$ cat src/rtl/multi_channel_pwm_if.sv
// rtl/multi_channel_pwm_if.sv - configuration bus for the multi-channel PWM
//
// Purpose: groups the shadow-register write and commit handshake.
// Signals:
//   cfg_valid / cfg_ready        channel write request / accept (ready = !commit_pending)
//   cfg_channel, cfg_duty,       channel write payload
//   cfg_phase
//   cfg_period_valid, cfg_period period write request and payload
//   commit / commit_pending      shadow-to-active transfer request / in-flight flag
// Modports: master drives requests, slave (the PWM) drives ready/pending.
interface multi_channel_pwm_if #(
  parameter int CHANNELS = 4,
  parameter int WIDTH    = 8
);
  localparam int CW = (CHANNELS > 2) ? $clog2(CHANNELS) : 1;

  logic           cfg_valid;
  logic           cfg_ready;
  logic [CW-1:0]  cfg_channel;
  logic [WIDTH:0] cfg_duty;
  logic [WIDTH-1:0] cfg_phase;
  logic           cfg_period_valid;
  logic [WIDTH:0] cfg_period;
  logic           commit;
  logic           commit_pending;

  modport master (
    output cfg_valid, cfg_channel, cfg_duty, cfg_phase,
    output cfg_period_valid, cfg_period, commit,
    input  cfg_ready, commit_pending
  );

  modport slave (
    input  cfg_valid, cfg_channel, cfg_duty, cfg_phase,
    input  cfg_period_valid, cfg_period, commit,
    output cfg_ready, commit_pending
  );
endinterface

$ cat src/rtl/multi_channel_pwm.sv
// rtl/multi_channel_pwm.sv - multi-channel PWM with shared counter and atomic commit
//
// Purpose: CHANNELS PWM outputs driven from one period counter. Each channel
// has its own duty and phase; all configuration lands in shadow registers and
// is copied to the active set together at a period wrap.
// Ports:
//   clk           rising-edge clock
//   reset         asynchronous active-low reset
//   enable        run the counter; low forces counter to 0 and outputs low
//   center_mode   (PWM_CENTER_ALIGN_EN only) centre each pulse in the period
//   cfg           multi_channel_pwm_if.slave configuration bus
//   pwm           registered PWM outputs, one per channel
//   period_start  registered, high when pwm reflects count 0
// Optional feature macro: PWM_CENTER_ALIGN_EN
module multi_channel_pwm #(
  parameter int CHANNELS       = 4,
  parameter int WIDTH          = 8,
  parameter int INITIAL_PERIOD = 256,
  parameter int INITIAL_DUTY   = 128
) (
  input  logic                clk,
  input  logic                reset,
  input  logic                enable,
`ifdef PWM_CENTER_ALIGN_EN
  input  logic                center_mode,
`endif
  multi_channel_pwm_if.slave  cfg,
  output logic [CHANNELS-1:0] pwm,
  output logic                period_start
);
  localparam int CW = (CHANNELS > 2) ? $clog2(CHANNELS) : 1;
  localparam logic [WIDTH:0] INIT_P  = (WIDTH+1)'(INITIAL_PERIOD);
  localparam logic [WIDTH:0] INIT_D  = (WIDTH+1)'(INITIAL_DUTY);
  localparam logic [WIDTH:0] PER_ONE = (WIDTH+1)'(1);

  // Counter is WIDTH+1 bits so any storable period (even above 2^WIDTH) counts correctly.
  logic [WIDTH:0]   count_q, count_d;
  logic [WIDTH:0]   period_q, period_d, period_sh_q, period_sh_d;
  logic [WIDTH:0]   duty_q [CHANNELS];
  logic [WIDTH:0]   duty_d [CHANNELS];
  logic [WIDTH:0]   duty_sh_q [CHANNELS];
  logic [WIDTH:0]   duty_sh_d [CHANNELS];
  logic [WIDTH-1:0] phase_q [CHANNELS];
  logic [WIDTH-1:0] phase_d [CHANNELS];
  logic [WIDTH-1:0] phase_sh_q [CHANNELS];
  logic [WIDTH-1:0] phase_sh_d [CHANNELS];
  logic             pending_q, pending_d;
  logic [CHANNELS-1:0] pwm_q, pwm_d;
  logic             start_q, start_d;
  logic             wrap, commit_acc, apply, center_en;

`ifdef PWM_CENTER_ALIGN_EN
  assign center_en = center_mode;
`else
  assign center_en = 1'b0;
`endif

  // One channel's output for count c. Edge mode is the centred form with offset 0.
  // c+p-ph is taken modulo 2^(WIDTH+1); the true result is below p so it is exact.
  function automatic logic chan_out(input logic [WIDTH:0] c, input logic [WIDTH:0] p,
                                    input logic [WIDTH:0] d, input logic [WIDTH-1:0] ph_raw,
                                    input logic ctr);
    logic [WIDTH:0] ph, e, o;
    ph = ({1'b0, ph_raw} >= p) ? '0 : {1'b0, ph_raw};
    e  = (c >= ph) ? (c - ph) : (c + p - ph);
    if (d >= p) return 1'b1;
    o  = ctr ? ((p - d) >> 1) : '0;
    return (e >= o) && (e < (o + d));
  endfunction

  always_comb begin
    wrap        = enable && (count_q == (period_q - 1'b1));
    commit_acc  = cfg.commit && !pending_q;
    period_sh_d = period_sh_q;
    duty_sh_d   = duty_sh_q;
    phase_sh_d  = phase_sh_q;
    // Channel indices beyond CHANNELS match no slot, so such writes are dropped.
    if (cfg.cfg_valid && !pending_q) begin
      for (int i = 0; i < CHANNELS; i++) begin
        if (cfg.cfg_channel == CW'(i)) begin
          duty_sh_d[i]  = cfg.cfg_duty;
          phase_sh_d[i] = cfg.cfg_phase;
        end
      end
    end
    if (cfg.cfg_period_valid && !pending_q)
      period_sh_d = (cfg.cfg_period == '0) ? PER_ONE : cfg.cfg_period;

    // Apply uses the _d shadow values so writes accepted alongside the commit are included.
    apply     = (pending_q || commit_acc) && (wrap || !enable);
    pending_d = (pending_q || commit_acc) && !apply;
    period_d  = period_q;
    duty_d    = duty_q;
    phase_d   = phase_q;
    if (apply) begin
      period_d = period_sh_d;
      duty_d   = duty_sh_d;
      phase_d  = phase_sh_d;
    end

    count_d = (!enable || wrap) ? '0 : count_q + 1'b1;
    start_d = enable && (count_q == '0);
    pwm_d   = '0;
    for (int i = 0; i < CHANNELS; i++)
      pwm_d[i] = enable && chan_out(count_q, period_q, duty_q[i], phase_q[i], center_en);
  end

  always_ff @(posedge clk or negedge reset) begin
    if (!reset) begin
      count_q     <= '0;
      period_q    <= INIT_P;
      period_sh_q <= INIT_P;
      for (int i = 0; i < CHANNELS; i++) begin
        duty_q[i]     <= INIT_D;
        duty_sh_q[i]  <= INIT_D;
        phase_q[i]    <= '0;
        phase_sh_q[i] <= '0;
      end
      pending_q <= 1'b0;
      pwm_q     <= '0;
      start_q   <= 1'b0;
    end else begin
      count_q     <= count_d;
      period_q    <= period_d;
      period_sh_q <= period_sh_d;
      for (int i = 0; i < CHANNELS; i++) begin
        duty_q[i]     <= duty_d[i];
        duty_sh_q[i]  <= duty_sh_d[i];
        phase_q[i]    <= phase_d[i];
        phase_sh_q[i] <= phase_sh_d[i];
      end
      pending_q <= pending_d;
      pwm_q     <= pwm_d;
      start_q   <= start_d;
    end
  end

  assign pwm                = pwm_q;
  assign period_start       = start_q;
  assign cfg.commit_pending = pending_q;
  assign cfg.cfg_ready      = !pending_q;
endmodule

$ cat src/flat_wrapper.sv
// flat-port wrapper written by rule: the top's interface ports become plain ports
module multi_channel_pwm_flat 
#(
  parameter int CHANNELS       = 4,
  parameter int WIDTH          = 8,
  parameter int INITIAL_PERIOD = 256,
  parameter int INITIAL_DUTY   = 128
)
  (clk, reset, enable, pwm, period_start, cfg_cfg_valid, cfg_cfg_channel, cfg_cfg_duty, cfg_cfg_phase, cfg_cfg_period_valid, cfg_cfg_period, cfg_commit, cfg_cfg_ready, cfg_commit_pending);
  multi_channel_pwm_if #(.CHANNELS(CHANNELS), .WIDTH(WIDTH)) cfg_i ();
  input  logic clk;
  input  logic reset;
  input  logic enable;
  output logic [CHANNELS-1:0] pwm;
  output logic period_start;
  input wire logic [$bits(cfg_i.cfg_valid)-1:0] cfg_cfg_valid;
  input wire logic [$bits(cfg_i.cfg_channel)-1:0] cfg_cfg_channel;
  input wire logic [$bits(cfg_i.cfg_duty)-1:0] cfg_cfg_duty;
  input wire logic [$bits(cfg_i.cfg_phase)-1:0] cfg_cfg_phase;
  input wire logic [$bits(cfg_i.cfg_period_valid)-1:0] cfg_cfg_period_valid;
  input wire logic [$bits(cfg_i.cfg_period)-1:0] cfg_cfg_period;
  input wire logic [$bits(cfg_i.commit)-1:0] cfg_commit;
  output wire logic [$bits(cfg_i.cfg_ready)-1:0] cfg_cfg_ready;
  output wire logic [$bits(cfg_i.commit_pending)-1:0] cfg_commit_pending;
  assign cfg_i.cfg_valid = cfg_cfg_valid;
  assign cfg_i.cfg_channel = cfg_cfg_channel;
  assign cfg_i.cfg_duty = cfg_cfg_duty;
  assign cfg_i.cfg_phase = cfg_cfg_phase;
  assign cfg_i.cfg_period_valid = cfg_cfg_period_valid;
  assign cfg_i.cfg_period = cfg_cfg_period;
  assign cfg_i.commit = cfg_commit;
  assign cfg_cfg_ready = cfg_i.cfg_ready;
  assign cfg_commit_pending = cfg_i.commit_pending;
  multi_channel_pwm #(.CHANNELS(CHANNELS), .WIDTH(WIDTH), .INITIAL_PERIOD(INITIAL_PERIOD), .INITIAL_DUTY(INITIAL_DUTY)) u_core (.clk(clk), .reset(reset), .enable(enable), .cfg(cfg_i), .pwm(pwm), .period_start(period_start));
endmodule
$ cat config.mk
export PLATFORM = sky130hd
export DESIGN_NAME = multi_channel_pwm_flat
export DESIGN_NICKNAME = d
export VERILOG_FILES = /design/src/rtl/multi_channel_pwm_if.sv /design/src/rtl/multi_channel_pwm.sv /design/src/flat_wrapper.sv
export SDC_FILE = /design/constraint.sdc
export NUM_CORES = 1
export LEC_CHECK = 0
export BUFFER_PORTS_ARGS = -buffer_cell sky130_fd_sc_hd__buf_2
export CORE_MARGIN = 3
export CORE_UTILIZATION = 40
export DETAILED_ROUTE_END_ITERATION = 8
export SETUP_SLACK_MARGIN = 0.1
export SYNTH_ARGS = -nofsm -noshare
export SYNTH_HDL_FRONTEND = slang
export SYNTH_SLANG_ARGS = --single-unit
$ cat constraint.sdc
create_clock -name clk -period 7.16 [get_ports clk]
set_input_delay 0.716 -clock clk [delete_from_list [all_inputs] [get_ports clk]]
set_output_delay 0.716 -clock clk [all_outputs]
set_load 0.02 [all_outputs]
== Yosys cells after proc, flatten, opt, wreduce, memory -nomap -nowiden ==
Cells that the tools add are included.

* Word-level logic and storage cells: 113
* Output and inout bits: 7
* Bits of input ports: 34
* Register bits: 169

* Equal/unequal tests: 4
* Add/sub/neg operators: 11
* Muxes and demuxes: 33
* Reduce and logical (&&, ||, !) cells: 23
* Magnitude comparators: 20

{| class="wikitable"
|+ Operators by type and width
! operator !! count
|-
| $mux 9 || 11
|-
| $ge 9x9->1 || 8
|-
| $sub 9x9->9 || 8
|-
| $mux 8 || 8
|-
| $ge 8x9->1 || 4
|-
| $ge 9x1->1 const B || 4
|-
| $lt 9x9->1 || 4
|-
| $mux 36 || 1
|-
| $mux 32 || 1
|-
| $logic_not 9->1 || 2
|-
| $logic_and 1x1->1 || 15
|-
| $mux 1 || 12
|-
| $add 9x1->9 const B || 1
|-
| $add 9x9->9 || 1
|-
| $eq 9x9->1 || 1
|-
| $sub 9x1->9 const B || 1
|-
| $eq 2x2->1 const B || 2
|-
| $logic_not 1->1 || 3
|-
| $eq 2x1->1 const B || 1
|-
| $logic_not 2->1 || 1
|-
| $logic_or 1x1->1 || 2
|}

== Logic depth before layout (Yosys ltp) ==
Gate-level depths: netlist of the first run.

* Depth after elaboration: 8
* Depth in mapped cells: 25
* Gate-level depth less buffers: 24

== Least setup slack after synthesis of the first run ==
Ideal clock, no wire load.

* Path type: register -> register
* Start: register u_core.period_q[0]
* End: register u_core.pwm_q[3] (netlist: u_core.pwm[3])
* Path slack: 1.738 ns
* Clock period less this slack: 5.422 ns
* Cell stages (with the launch flop): 23
* Path buffers: 1
* Arrival time: 5.344 ns
* Path through: dfrtp_1 > ha_1 > nand2b_1 > a21o_1 > a21o_1 > a21o_1 > a2111oi_2 > o31ai_1 > ha_1 > nor2b_1 > o31a_1 > o31ai_1 > nand2_1 > clkbuf_1 > nor2_1 > a21oi_1 > ha_1 > a2111oi_0 > o21ai_0 > a31o_2 > a21oi_1 > o21ai_0 > a21oi_1

* Cells in the longest elaborated chain, start to end: 8

{| class="wikitable"
|+ Ends and longest elaborated chain
! what !! RTL line !! text
|-
| start, declared || multi_channel_pwm.sv:38 || <nowiki>logic [WIDTH:0] period_q, period_d, period_sh_q, period_sh_d;</nowiki>
|-
| start signal, assigned || multi_channel_pwm.sv:124 || <nowiki>period_q <= period_d;</nowiki>
|-
| $ge 8x9->1 || multi_channel_pwm.sv:64 || <nowiki>ph = ({1'b0, ph_raw} >= p) ? '0 : {1'b0, ph_raw};</nowiki>
|-
| $mux 8 || multi_channel_pwm.sv:64 ||
|-
| $sub 9x9->9 / $ge 9x9->1 (equally long branches) || multi_channel_pwm.sv:65 || <nowiki>e = (c >= ph) ? (c - ph) : (c + p - ph);</nowiki>
|-
| $mux 9 || multi_channel_pwm.sv:65 ||
|-
| $ge 9x1->1 / $lt 9x9->1 (equally long branches) || multi_channel_pwm.sv:68 || <nowiki>return (e >= o) && (e < (o + d));</nowiki>
|-
| $logic_and 1x1->1 || multi_channel_pwm.sv:68 ||
|-
| $mux 1 * || multi_channel_pwm.sv:67 || <nowiki>o = ctr ? ((p - d) >> 1) : '0;</nowiki>
|-
| $logic_and 1x1->1 * || multi_channel_pwm.sv:105 || <nowiki>pwm_d[i] = enable && chan_out(count_q, period_q, duty_q[i], phase_q[i], center_en);</nowiki>
|-
| via u_core.pwm_d[3] || multi_channel_pwm.sv:48 || <nowiki>logic [CHANNELS-1:0] pwm_q, pwm_d;</nowiki>
|-
| end signal, assigned || multi_channel_pwm.sv:133 || <nowiki>pwm_q <= pwm_d;</nowiki>
|-
| end, declared || multi_channel_pwm.sv:48 ||
|}

Mark *: on every way through the listed nets, which the timed path passes. The rest lies on a longest branch.
A chain may end at the register's enable or synchronous reset.

== Final worst setup path of the first run ==
* Start: register u_core.period_q[2]
* End: register u_core.pwm_q[3] (netlist: u_core.pwm[3])

The elaborated chain is that of the path after synthesis.

==> metrics, run 1 <==
critical path class=reg2reg; Post-CTS Setup Repair Bufs=0; CTS tree=done; Row Count=70; post_cts resized=0; IO Port Bufs=40; Nets=2025; placed cell area=0.01583 mm2; Startpoint Class=flip-flop; f_max=168.7 MHz; height of the die=201.2 um; largest net degree at the start of global routing=98; synth warn=0; DIE WIDTH=201.2 um; layout cells sized above 1=7.692%; fill count=3698; area grow syn2layout=7.638%; Slew @ Worst Pin=1.099 ns; Ant. Diodes=0; WHS=0.3759 ns; post-route cell area=0.01640 mm2; Area contributors post-synth=dfrtp_1, ha_1, nand2_1; Worst Hold Class=in2async; Slew HR=26.71%; first-pass GRT wire length=79690 um; Hold Violations, Final=0; die area=0.04046 mm2; DR vias/cell=6.023; #FFs+latches synth=169; Final setup viols=0; Synth cell types=70; commonest non-fill, non-tap cell in the layout=nand2_1; register area share after synthesis=27.84%; Final period util=82.80%; TritonCTS Buffers=17; Yosys top cell area share=26.12%; Initial DRC Count=1266; RSZ-0062 raised after global routing=no; IO Pins=41; Initial Util=41.12%; Clock Sinks=169; CP Data Required Time=7.53 ns; Initial DRT Pass Iterations=6; GP Congestion=0.9371; vias in the first global route=13310; DP Wirelength=35430 um; synthesized cell area=0.01523 mm2; setup_tns=0 ns; CTS root buffer=clkbuf_16; post-route ant nets=0; Vias=14000; later-pin clock latency in the skew report=0.46 ns; Core Area=0.03705 mm2; syn nets=2050; Synth Instances=1832; fin crit period=5.929 ns; critical path arrival=6.29 ns; Overflow after GRT=0; Non-Filler Instances=2324; clk buf depth=2; WL/cell=21.92 um; crit path max fanout=12; max-cap violation count=0; initial antenna violation count=1; number of enable flip-flop cells after synthesis=0; Max H-tree Level=4; GRT Resource Usage Total=25.05%; DR DRC count=0; Worst-path clk slew=0.08 ns; CP Capture Type=flip-flop; Post-Route WL=50940 um; main flop type after synthesis=dfrtp_1; most frequent cells in the layout=nand2_1, ha_1, dfrtp_1; Slew Limit Fails=0; Final Skew=0.01499 ns; Placed Cells=2292; Syn Area/Cell=8.316 um2; area leader, netlist=dfrtp_1; CTS Hold Bufs=0; FFs w/ async S/R, synth=100.0%; outcome=completed
-- sequential cells by signal, summed over array words and instances, names as in the netlist --
| register | cells |
|---|---|
| u_core.period_sh_q | 9 |
| u_core.duty_q | 36 |
| u_core.period_start | 1 |
| u_core.cfg.commit_pending | 1 |
| u_core.count_q | 9 |
| u_core.phase_q | 32 |
| u_core.duty_sh_q | 36 |
| u_core.pwm | 4 |
| u_core.phase_sh_q | 32 |
| u_core.period_q | 9 |
-- synth_stat cells (6+ instances only) --
| master | instances |
|---|---|
| nand2_1 | 247 |
| ha_1 | 175 |
| dfrtp_1 | 159 |
| inv_1 | 145 |
| a21oi_1 | 139 |
| nor3_1 | 101 |
| mux2i_1 | 87 |
| nor2_1 | 76 |
| o221ai_1 | 76 |
| nor4_1 | 75 |
| clkbuf_1 | 63 |
| o21ai_0 | 46 |
| nand2b_1 | 42 |
| xnor2_1 | 40 |
| buf_2 | 31 |
| o211ai_1 | 29 |
| a21o_1 | 27 |
| nand3_1 | 27 |
| xor2_1 | 25 |
| nor2b_1 | 20 |
| o21a_1 | 19 |
| nand4_1 | 12 |
| o31ai_1 | 12 |
| o41ai_1 | 11 |
| a211oi_1 | 10 |
| dfstp_2 | 10 |
| fa_1 | 9 |
| nor4_2 | 9 |
| o31a_1 | 8 |
| a211o_1 | 7 |
| buf_4 | 7 |
| o211a_1 | 7 |
| o21bai_1 | 6 |
-- cell type report --
cell class,instances,area [um2],area share [%]
Clock buffer,20,456.7,2.785
Clock inverter,12,115.1,0.7020
Inverter,146,548.0,3.342
Multi-Input combinational cell,1408,10010,61.04
Sequential cell,169,4242,25.87
Tap cell,504,630.6,3.846
Timing Repair Buffer,65,396.6,2.419
-- final timing paths --
kind / startpoint / slack, ns / depth (start not counted) / to
max: u_core.period_q[2]$_DFFE_PN0P_ / 1.23 / 21 / u_core.pwm[3]$_DFF_PN0_
min: reset / 0.38 / 1 / u_core.duty_sh_q[17]$_DFF_PN0_
max reg2reg: u_core.period_q[2]$_DFFE_PN0P_ / 1.23 / 21 / u_core.pwm[3]$_DFF_PN0_
min reg2reg: u_core.duty_sh_q[0]$_DFF_PN0_ / 0.50 / 2 / u_core.duty_sh_q[0]$_DFF_PN0_
max in group asynchronous: reset / 5.28 / 2 / u_core.pwm[3]$_DFF_PN0_
min in group clk: u_core.duty_sh_q[0]$_DFF_PN0_ / 0.50 / 2 / u_core.duty_sh_q[0]$_DFF_PN0_
-- per-stage QoR --
step / setup slack, ns / utilization, %
finish: 1.231 / 44.26
CTS: 1.329 / 44.26
global placement: 1.447 / 42.72
detailed placement: 1.360 / 42.72
global route: 0.7504 / 44.26
floorplan: 1.738 / -
-- critical path, cell delays in order (launching register included) --
cell	delay [ns]
dfrtp_1	0.49
inv_1	0.39
ha_1	0.32
a21o_1	0.16
a21o_1	0.18
a2111oi_2	0.84
o31ai_1	0.29
ha_1	0.35
nor2b_1	0.15
o31a_1	0.29
o31ai_1	0.23
buf_4	0.18
nand2_1	0.23
nor2_1	0.17
a21oi_1	0.06
ha_1	0.32
a2111oi_0	0.39
o21ai_0	0.15
a31o_2	0.26
a21oi_1	0.12
o21ai_0	0.08
a21oi_1	0.18
-- kinds of logic after synthesis --
family | Yosys count | share of synthesized area (%)
flops | 169 | 27.84
buf+inv | 255 | 6.907
xor+xnor | 66 | 3.844
mux | 87 | 5.716
compound gates | 433 | 19.69
simple gates | 638 | 20.45
fa+ha+maj | 184 | 15.56
-- layer usage --
| layer | vias to the layer above | share of wire, % | track usage (%) |
|---|---|---|---|
| li1 | 6608 | - | - |
| met1 | 6777 | 46 | 36.37 |
| met2 | 531 | 43 | 36.99 |
| met3 | 79 | 7.5 | 5.226 |
| met4 | 2 | 3.2 | 8.507 |
| met5 | - | 0.016 | 0 |
Power of run 1 is not shown: default switching activity piles up to over one toggle a cycle in this logic, so the estimate is an artifact.
==> inputs of run 2 (changes only) <==
==> constraint.sdc (replaced) <==
create_clock -name clk -period 5.9 [get_ports clk]
set_input_delay 0.59 -clock clk [delete_from_list [all_inputs] [get_ports clk]]
set_output_delay 0.59 -clock clk [all_outputs]
set_load 0.02 [all_outputs]
==> run 2 against run 1 <==
Net effect: via count grew 0.58%; first-iteration DRC count shrank 3.2%; global-route usage grew 0.54 points; die area is the same; clock skew grew 0.0027 ns; critical path depth is the same; worst hold slack lost 0.095 ns.
==> metrics, run 2 (synthesis results as in run 1) <==
outcome=completed (unchanged); CTS tree=done (unchanged); GR Util met2=39.34% (was 36.99%); IO Port Bufs=40 (unchanged); GRT Resource Usage Total=25.59% (was 25.05%); WL/cell=22.40 um (was 21.92 um); Overflow after GRT=0 (unchanged); Worst Hold Class=in2async (unchanged); FF-to-FF Start=u_core.period_q[5]$_DFFE_PN0P_ (was u_core.period_q[2]$_DFFE_PN0P_); fin crit period=5.491 ns (was 5.929 ns); Slew @ Worst Pin=0.9798 ns (was 1.099 ns); reg2reg end=u_core.pwm[0]$_DFF_PN0_ (was u_core.pwm[3]$_DFF_PN0_); clk buf depth=2 (unchanged); initial antenna violation count=0 (was 1); commonest non-fill, non-tap cell in the layout=nand2_1 (unchanged); Max H-tree Level=4 (unchanged); first-pass GRT wire length=80400 um (was 79690 um); vias in the first global route=13340 (was 13310); Initial DRC Count=1226 (was 1266); Nets=2043 (was 2025); max incr delay on CP=0.53 ns (was 0.84 ns); height of the die=201.2 um (unchanged); CP Data Required Time=6.28 ns (was 7.53 ns); most frequent cells in the layout=nand2_1, ha_1, dfrtp_1 (unchanged); Ant. Diodes=0 (unchanged); critical path class=reg2reg (unchanged); TritonCTS Buffers=17 (unchanged); gr busiest metal=met2 (unchanged); DP Wirelength=37010 um (was 35430 um); fill count=3677 (was 3698); Initial Util=41.12% (unchanged); Row Count=70 (unchanged); R2R setup slack=0.41 ns (was 1.23 ns); Startpoint Class=flip-flop (unchanged); RSZ-0062 raised after global routing=no (unchanged); CTS root buffer=clkbuf_16 (unchanged); worst setup margin=0.4086 ns (was 1.231 ns); Core Area=0.03705 mm2 (unchanged); Clock Sinks=169 (unchanged); CP Capture Type=flip-flop (unchanged); crit path max fanout=9 (was 12); R2R depth=21 (unchanged); CP most frequent cell=ha_1; area of the multi-input gates=0.01001 mm2 (about the same); GP Congestion=0.9626 (was 0.9371); max-cap violation count=0 (unchanged); setup_tns=0 ns (unchanged); post-route ant nets=0 (unchanged); later-pin clock latency in the skew report=0.46 ns (about the same); Slew HR=34.68% (was 26.71%); DIE WIDTH=201.2 um (unchanged); f_max=182.1 MHz (was 168.7 MHz); area grow syn2layout=9.034% (was 7.638%); Final Skew=0.01773 ns (was 0.01499 ns); Final period util=93.07% (was 82.80%); Vias=14080 (was 14000); Hold Violations, Final=0 (unchanged); DR DRC count=0 (unchanged); met1 GRT Util=35.90% (was 36.37%); Post-Route WL=52460 um (was 50940 um); die area=0.04046 mm2 (unchanged); Slew Limit Fails=0 (unchanged); critical path arrival=5.87 ns (was 6.29 ns); Final setup viols=0 (unchanged); largest net degree at the start of global routing=108 (was 98); storage element area=0.004243 mm2 (was 0.004242 mm2); Initial DRT Pass Iterations=6 (unchanged); worst slack at placement=0.4822 ns (was 1.360 ns); IO Pins=41 (unchanged); Worst-path clk slew=0.07 ns (was 0.08 ns); Regs by FF count=u_core.duty_q: 36 flops, u_core.duty_sh_q: 36 flops (unchanged); critical-path cell list=clkinvlp_4 -> buf_4 -> ha_1 -> a21o_1 -> a21oi_1 -> o21a_1 -> o211ai_1 -> ha_1 -> nor2b_1 -> o31a_1 -> o31a_1 -> o21ai_1 -> buf_4 -> nor2_1 -> a21oi_1 -> ha_1 -> a2111oi_0 -> o21ai_0 -> a221oi_1 -> o311ai_0 -> o211ai_1 (was inv_1 -> ha_1 -> a21o_1 -> a21o_1 -> a2111oi_2 -> o31ai_1 -> ha_1 -> nor2b_1 -> o31a_1 -> o31ai_1 -> buf_4 -> nand2_1 -> nor2_1 -> a21oi_1 -> ha_1 -> a2111oi_0 -> o21ai_0 -> a31o_2 -> a21oi_1 -> o21ai_0 -> a21oi_1); CTS Hold Bufs=0 (unchanged); GR Layer Usage met3=5.630% (was 5.226%); layout cells sized above 1=8.760% (was 7.692%); DR vias/cell=6.011 (was 6.023); Slowest cell on crit path=dfrtp_1 (was a2111oi_2)
[run 2: cell count changes in the layout (fill, tap and decap cells not counted)]
cell	previous run	this run
a2111oi_0	3	2
a2111oi_1	0	1
buf_12	0	1
buf_4	25	42
bufinv_16	1	3
clkbuf_8	3	2
clkinv_2	3	0
clkinv_4	2	4
clkinv_8	0	1
dfrtp_1	159	158
dfrtp_2	0	1
inv_1	145	144
o21a_1	19	18
o21a_2	0	1
[run 2: layout make-up]
class                      instances  area share, %
multi-input combinational       1408          60.27
clock buffer                      19          2.666
inverter                         146          3.322
timing repair buffer              83          3.277
tap                              504          3.796
clock inverter                    13          1.122
sequential                       169          25.54
[run 2: critical path: cells and delay by family (launching register included)]
family | cells | cell delay, ns
compound gates | 13 | 3.07
fa+ha+maj | 3 | 0.89
buf+inv | 3 | 0.71
flops | 1 | 0.53
simple gates | 2 | 0.21
[run 2: per-layer routing]
| metal | vias up | wire length [um] |
|---|---|---|
| li1 | 6655 | - |
| met1 | 6867 | 23840 |
| met2 | 493 | 23260 |
| met3 | 63 | 3957 |
| met4 | 0 | 1402 |
| met5 | - | 0 |
[run 2: how the worst max path moves through the flow]
stage | from | endpoint | slack, ns | cells after the start
2_1_floorplan | u_core.period_q[0]$_DFFE_PN0P_ | u_core.pwm[3]$_DFF_PN0_ | 0.48 | 22
3_3_place_gp | u_core.period_q[1]$_DFFE_PN0P_ | u_core.pwm[1]$_DFF_PN0_ | 0.65 | 22
3_5_place_dp | u_core.period_q[1]$_DFFE_PN0P_ | u_core.pwm[1]$_DFF_PN0_ | 0.48 | 22
4_1_cts | u_core.period_q[1]$_DFFE_PN0P_ | u_core.pwm[1]$_DFF_PN0_ | 0.44 | 22
5_1_grt | u_core.period_q[5]$_DFFE_PN0P_ | u_core.pwm[3]$_DFF_PN0_ | 0.10 | 24
6_report | u_core.period_q[5]$_DFFE_PN0P_ | u_core.pwm[0]$_DFF_PN0_ | 0.41 | 21
[run 2: per-stage QoR]
| stage | utilization [%] | hold WS, ns | instances | cell area (um2) |
|---|---|---|---|---|
| final | 44.84 | 0.2814 | 2342 | 16610 |
| after global routing | 44.84 | 0.3347 | 2342 | 16610 |
| after CTS | 44.76 | 0.3012 | 2339 | 16580 |
| after detailed placement | 43.06 | 0.4913 | 2307 | 15950 |
| after global placement | 43.06 | 0.4832 | 2307 | 15950 |
| after floorplan | - | 0.2944 | 1832 | 15230 |
[run 2: what timing repair did]
item | in CTS | in global routing
endpoints found under the hold margin | 0 | 0
setup endpoints to repair | 0 | 2
setup buffers | 0 | 3
resized for setup | 0 | 4
Power of run 2 is left out for the same reason.
